`src/rtl/fetch_stage.sv`:
```
// fetch_stage: instruction-fetch stage plus IF/ID pipeline register.
//
// Holds the PC, drives it combinationally to instruction memory and
// registers the returned word into IF/ID. Honours the stall unit's
// PC_WriteEn / IFID_WriteEn, squashes the wrong-path fetch on a branch or
// jump redirect, and counts stall and redirect cycles (saturating).
//
// Ports:
//   clk, reset_n          clock (rising edge), async active-low reset
//   PC_WriteEn            0 = hold PC
//   IFID_WriteEn          0 = hold IF/ID register
//   Stall_flush           1 = load-use stall cycle (counted only)
//   redirect, redirect_target   branch/jump from ID
//   imem_addr / imem_rdata      instruction memory (combinational read)
//   IFID_Instr, IFID_PC4, IFID_Valid   IF/ID register outputs
//   stall_cnt, redirect_cnt     saturating performance counters
module fetch_stage #(
    parameter logic [31:0] RESET_PC  = 32'h0000_0000,
    parameter logic [31:0] NOP_INSTR = 32'h0000_0000,
    parameter int          CNT_W     = 16
) (
    input  logic             clk,
    input  logic             reset_n,
    input  logic             PC_WriteEn,
    input  logic             IFID_WriteEn,
    input  logic             Stall_flush,
    input  logic             redirect,
    input  logic [31:0]      redirect_target,
    output logic [31:0]      imem_addr,
    input  logic [31:0]      imem_rdata,
    output logic [31:0]      IFID_Instr,
    output logic [31:0]      IFID_PC4,
    output logic             IFID_Valid,
    output logic [CNT_W-1:0] stall_cnt,
    output logic [CNT_W-1:0] redirect_cnt
);

    typedef enum logic {BOOT, RUN} state_e;

    state_e           state_q, state_d;
    logic [31:0]      pc_q, pc_d;
    logic [31:0]      instr_q, instr_d;
    logic [31:0]      pc4_q, pc4_d;
    logic             valid_q, valid_d;
    logic [CNT_W-1:0] stall_cnt_q, stall_cnt_d;
    logic [CNT_W-1:0] redir_cnt_q, redir_cnt_d;

    logic [31:0]      pc_plus4;
    logic             redirect_acc;

    assign pc_plus4 = pc_q + 32'd4;
    // A redirect is only taken when the PC is allowed to move; while the PC
    // is held the ID stage keeps redirect asserted until the stall clears.
    assign redirect_acc = (state_q == RUN) && redirect && PC_WriteEn;

    always_comb begin
        state_d     = state_q;
        pc_d        = pc_q;
        instr_d     = instr_q;
        pc4_d       = pc4_q;
        valid_d     = valid_q;
        stall_cnt_d = stall_cnt_q;
        redir_cnt_d = redir_cnt_q;

        case (state_q)
            BOOT: begin
                // First cycle after reset: memory read may not be settled,
                // so issue a bubble and leave the PC where it is. Any
                // redirect seen here is stale and ignored.
                instr_d = NOP_INSTR;
                valid_d = 1'b0;
                state_d = RUN;
            end
            default: begin
                if (!PC_WriteEn)  pc_d = pc_q;
                else if (redirect) pc_d = {redirect_target[31:2], 2'b00};
                else               pc_d = pc_plus4;

                if (!IFID_WriteEn) begin
                    instr_d = instr_q;
                end else if (redirect_acc) begin
                    instr_d = NOP_INSTR;
                    pc4_d   = pc_plus4;
                    valid_d = 1'b0;
                end else begin
                    instr_d = imem_rdata;
                    pc4_d   = pc_plus4;
                    valid_d = 1'b1;
                end

                if (Stall_flush && (stall_cnt_q != {CNT_W{1'b1}}))
                    stall_cnt_d = stall_cnt_q + 1'b1;
                if (redirect_acc && (redir_cnt_q != {CNT_W{1'b1}}))
                    redir_cnt_d = redir_cnt_q + 1'b1;
            end
        endcase
    end

    always_ff @(posedge clk or negedge reset_n) begin
        if (!reset_n) begin
            state_q     <= BOOT;
            pc_q        <= {RESET_PC[31:2], 2'b00};
            instr_q     <= NOP_INSTR;
            pc4_q       <= 32'h0;
            valid_q     <= 1'b0;
            stall_cnt_q <= '0;
            redir_cnt_q <= '0;
        end else begin
            state_q     <= state_d;
            pc_q        <= pc_d;
            instr_q     <= instr_d;
            pc4_q       <= pc4_d;
            valid_q     <= valid_d;
            stall_cnt_q <= stall_cnt_d;
            redir_cnt_q <= redir_cnt_d;
        end
    end

    assign imem_addr    = pc_q;
    assign IFID_Instr   = instr_q;
    assign IFID_PC4     = pc4_q;
    assign IFID_Valid   = valid_q;
    assign stall_cnt    = stall_cnt_q;
    assign redirect_cnt = redir_cnt_q;

endmodule

```
`config.mk`:
```
export PLATFORM = sky130hd
export DESIGN_NAME = fetch_stage
export DESIGN_NICKNAME = d
export VERILOG_FILES = /design/src/rtl/fetch_stage.sv
export SDC_FILE = /design/constraint.sdc
export NUM_CORES = 1
export LEC_CHECK = 0
export ABC_AREA = 1
export BUFFER_PORTS_ARGS = -buffer_cell sky130_fd_sc_hd__buf_2
export CAP_MARGIN = 20
export CELL_PAD_IN_SITES_DETAIL_PLACEMENT = 1
export CELL_PAD_IN_SITES_GLOBAL_PLACEMENT = 2
export CORE_MARGIN = 4
export CORE_UTILIZATION = 27
export CTS_BUF_LIST = sky130_fd_sc_hd__clkbuf_2 sky130_fd_sc_hd__clkbuf_4 sky130_fd_sc_hd__clkbuf_8
export DETAILED_ROUTE_END_ITERATION = 10
export PLACE_DENSITY = 0.86
export SETUP_SLACK_MARGIN = 0.3
export SLEW_MARGIN = 20
export SYNTH_ARGS = -nofsm -noshare
export SYNTH_HDL_FRONTEND = slang
export SYNTH_SLANG_ARGS = --single-unit
```
`constraint.sdc`:
```
create_clock -name clk -period 1.5 [get_ports clk]
set_clock_uncertainty 0.15 [all_clocks]
set_input_delay 0.3 -clock clk [delete_from_list [all_inputs] [get_ports clk]]
set_output_delay 0.3 -clock clk [all_outputs]
set_load 0.05 [all_outputs]
```
==> reports/qor.txt <==
FINISH
----------------------------------------------------------------------------------------------------
Fraction of layout instances using a drive strength above 1                                    61.0%
Area delta synth->final                                                                         117%
Fin nets                                                                                       1,454
Final Util                                                                                     60.1%
Final standard cell count with taps included and fillers excluded                              1,714

CTS
----------------------------------------------------------------------------------------------------
Master cell of the clock root buffer                                                    sky130_fd_sc_hd__clkbuf_8
Clock-pin slew reported for the worst setup and hold paths after clock tree synthesis        0.09 ns
Total clock sinks                                                                                126
TritonCTS clock tree                                                                           built
Insertion delay of the later-clocked pin in the worst-skew pair                              0.47 ns
CTS H-Tree Depth                                                                                   4
CTS max path bufs                                                                                  2
TritonCTS Buffers                                                                                 17

SYNTH
----------------------------------------------------------------------------------------------------
Netlist area before placement                                                           0.00656 mm^2
Unique cell type count in the Yosys netlist                                                       33
Fraction of registers with async set or reset after synthesis                                   100%
Average cell area after synthesis                                                          7.78 um^2
Count of flip-flops with a built-in enable after synthesis                                         0
Number of cells produced by synthesis                                                            843
Post-synthesis sequential element count                                                          126
YS warnings                                                                                        0
Sequential element share of the synthesized area                                               48.0%
Post-synth top flop                                                                     sky130_fd_sc_hd__dfrtp_1
Portion of synthesized cell area occupied by the leading cell type                             48.0%
Cell type with the highest aggregate area in the netlist                                sky130_fd_sc_hd__dfrtp_1
Top cells by area in the synthesized netlist                                            sky130_fd_sc_hd__dfrtp_1 48%, sky130_fd_sc_hd__nand2_1 20%, sky130_fd_sc_hd__nand3_1 7.2%, sky130_fd_sc_hd__a22oi_1 3.1%, sky130_fd_sc_hd__nor2_1 3.0%

POWER AND IR DROP
----------------------------------------------------------------------------------------------------
Peak supply drop                                                                             1.02 mV
Share of total power in combinational logic                                                    48.3%
Static Leakage                                                                               6.88 nW
Switching power as a share of total power                                                      40.7%
Net switching component of the power                                                         6.29 mW
Internal power contribution                                                                  9.17 mW
Power per cell area                                                                     1090 mW/mm^2
Power consumption                                                                            15.5 mW
Relative contribution of the clock network to total power                                      23.2%
Sequential share of power                                                                      28.5%

ROUTE
----------------------------------------------------------------------------------------------------
Total routed wirelength                                                                      40.7 mm
WL per Instance                                                                              23.7 um
Routed via count divided by cell count                                                          5.05
Number of vias after detailed routing                                                          8,658
Starting DRT DRC Count                                                                           400
# DRC                                                                                              0
First-pass iteration count of the detailed router                                                  5
Count of nets left with antenna violations after detail routing                                    0

GRT
----------------------------------------------------------------------------------------------------
Pin count of the biggest net entering global routing                                              41
Via count of the first global-routing pass                                                     9,062
Number of antenna violations at the first check in global routing                                  2
Global-route usage over all layers                                                             23.9%
Global route overflow                                                                              0
First-pass GRT wire length                                                                   50.1 mm

WORST SETUP PATH
----------------------------------------------------------------------------------------------------
Capture point of the critical path                                                      imem_addr[26]
Worst Setup SP                                                                          imem_addr[3]
Flop-to-flop setup slack                                                                    -0.37 ns
Largest fanout of any net on the critical path                                                     5
Worst path required time                                                                     1.69 ns
Data arrival time of the critical path                                                       2.06 ns
Type of element capturing the critical path                                                     flop
Cell depth of the worst flop-to-flop path                                                         10
Terminus of the critical flop-to-flop path                                              imem_addr[26]
Reg2reg start                                                                           imem_addr[3]
Launching element type of the critical path                                                     flop
Path type of the worst setup path                                                         reg -> reg

TIMING
----------------------------------------------------------------------------------------------------
Worst Hold Margin                                                                          0.0913 ns
Peak clock frequency supported by timing                                                     534 MHz
Number of hold violations in the final report                                                      0
Final Setup Violations                                                                           145
Final cycle utilization of the critical path                                                    125%
Time the final worst path needs with I/O delays and setup                                    1.87 ns
Setup ws final                                                                             -0.372 ns
RSZ-0062 raised after global routing                                                             yes
Pins over their slew limit                                                                         0

DIE
----------------------------------------------------------------------------------------------------
Initial core utilization                                                                       27.7%
Top-Level Pins                                                                                   199
Core area                                                                                0.0237 mm^2
Overall die width                                                                             164 um
DIE AREA                                                                                 0.0269 mm^2
Die height                                                                                    164 um
Number of cell rows                                                                               56

FLOW RUN
----------------------------------------------------------------------------------------------------
Number of max-cap violations                                                                       0

HOLD PATH
----------------------------------------------------------------------------------------------------
Worst min-delay path category                                                            in -> async

STATUS
----------------------------------------------------------------------------------------------------
Violations in the final reports                                                         setup timing
Result of the run                                                                       finished with violations

PLACED DESIGN
----------------------------------------------------------------------------------------------------
Post-Place Worst Slack                                                                     -0.193 ns
Detailed Place HPWL                                                                          17.4 mm
GPL Wtd Cong                                                                                   0.793
Number of placed instances, taps included                                                      1,438
Count of port buffers added during placement                                                     192

[cell families after synthesis]
family | count (synthesis) | share of synthesized area, %
simple gates | 536 | 35.2
fa+ha+maj | 3 | 0.572
compound gates | 53 | 5.19
xor+xnor | 37 | 4.94
buf+inv | 86 | 5.93
other cells | 2 | 0.114
flops | 126 | 48.0
[cell usage after synthesis, drive strengths merged, types with 3 or more instances]
cell,count
nand2,354
buf,16
o211ai,3
clkbuf,20
nor2,65
nand3b,3
inv,50
ha,3
nor3,4
nand4,10
o21ai,23
dfrtp,126
a22oi,27
xnor2,15
xor2,22
nand3,97
[registers in the layout, summed over array words and instances, names as in the netlist]
register,flops
IFID_Instr,32
IFID_Valid,1
stall_cnt,16
imem_addr,30
IFID_PC4,30
redirect_cnt,16
state_q,1
[critical path: stages, from the launching register on]
cell,delay [ns]
sky130_fd_sc_hd__dfrtp_2,0.41
sky130_fd_sc_hd__ha_4,0.17
sky130_fd_sc_hd__nand2_4,0.06
sky130_fd_sc_hd__nor2_4,0.19
sky130_fd_sc_hd__nand2_4,0.12
sky130_fd_sc_hd__nor2_4,0.23
sky130_fd_sc_hd__nand2_1,0.13
sky130_fd_sc_hd__nand2_1,0.11
sky130_fd_sc_hd__nand2_2,0.06
sky130_fd_sc_hd__nand2_1,0.07
sky130_fd_sc_hd__nand2_1,0.06
[layout make-up]
cell class                 count  area, um^2
fill                        2583        9460
timing repair buffer         549        5540
multi-input combinational    635        4360
sequential                   126        3220
tap                          319         399
clock buffer                  22         290
inverter                      50         228
clock inverter                10         161
timing repair inverter         2        22.5
antenna                        1        2.50
[worst min path at each step]
stage               startpoint       endpoint  slack, ns
floorplan              reset_n  IFID_Instr[0]      -0.15
detailed placement     reset_n  IFID_Instr[0]      0.004
finish                 reset_n  IFID_Instr[0]       0.09
CTS                    reset_n  IFID_Instr[0]       0.06
global placement       reset_n  IFID_Instr[0]    -0.0008
global route           reset_n  IFID_Instr[0]       0.07
[power groups by stage]
stage	combinational, mW	clock, mW	sequential [mW]
2_1_floorplan	1.01	0	6.07
3_3_place_gp	4.23	0	4.36
3_5_place_dp	4.31	0	4.38
4_1_cts	6.29	3.56	4.33
5_1_grt	7.75	3.81	4.46
6_report	7.46	3.59	4.41
[metal layers]
layer	global-route usage [%]	routed length, um	up-vias
li1	-	-	3760
met2	43.9	21800	404
met5	0	11	-
met1	27.2	14600	4359
met3	6.10	2360	133
met4	7.05	1910	2
[cells in the final DEF, fill, tap and decap left out, types with 5 or more instances in the layout]
cell type	instances
sky130_fd_sc_hd__nand2_4	31
sky130_fd_sc_hd__buf_2	66
sky130_fd_sc_hd__buf_8	48
sky130_fd_sc_hd__inv_2	9
sky130_fd_sc_hd__buf_4	173
sky130_fd_sc_hd__nand3_2	42
sky130_fd_sc_hd__buf_12	21
sky130_fd_sc_hd__nand2_8	6
sky130_fd_sc_hd__nor2_4	27
sky130_fd_sc_hd__nand3_4	10
sky130_fd_sc_hd__conb_1	5
sky130_fd_sc_hd__xnor2_1	13
sky130_fd_sc_hd__xor2_1	9
sky130_fd_sc_hd__xor2_2	9
sky130_fd_sc_hd__nand2_2	95
sky130_fd_sc_hd__clkbuf_8	20
sky130_fd_sc_hd__nand3_1	45
sky130_fd_sc_hd__buf_6	169
sky130_fd_sc_hd__inv_1	37
sky130_fd_sc_hd__nor2_2	13
sky130_fd_sc_hd__nand4_1	9
sky130_fd_sc_hd__dfrtp_2	51
sky130_fd_sc_hd__nor2_1	25
sky130_fd_sc_hd__dlygate4sd3_1	63
sky130_fd_sc_hd__a22oi_1	24
sky130_fd_sc_hd__o21ai_1	7
sky130_fd_sc_hd__o21ai_2	14
sky130_fd_sc_hd__dfrtp_1	74
sky130_fd_sc_hd__nand2_1	223
sky130_fd_sc_hd__clkbuf_16	6
[metrics by stage]
step,instance area (um^2),TNS (ns)
final,14200,-25.05
after global placement,8970,-4.58
after floorplan,6840,-12.83
after global routing,14200,-35.27
after CTS,12600,-12.89
after detailed placement,8970,-7.03
[what timing repair did]
action,CTS,global route
pin swaps,56,123
endpoints found under the setup margin,250,250
hold buffers,63,0
endpoints found under the hold margin,188,0
buffers inserted,106,58
gates cloned,5,11
gates resized for setup,466,251
Power figures use the tool's default switching activity.
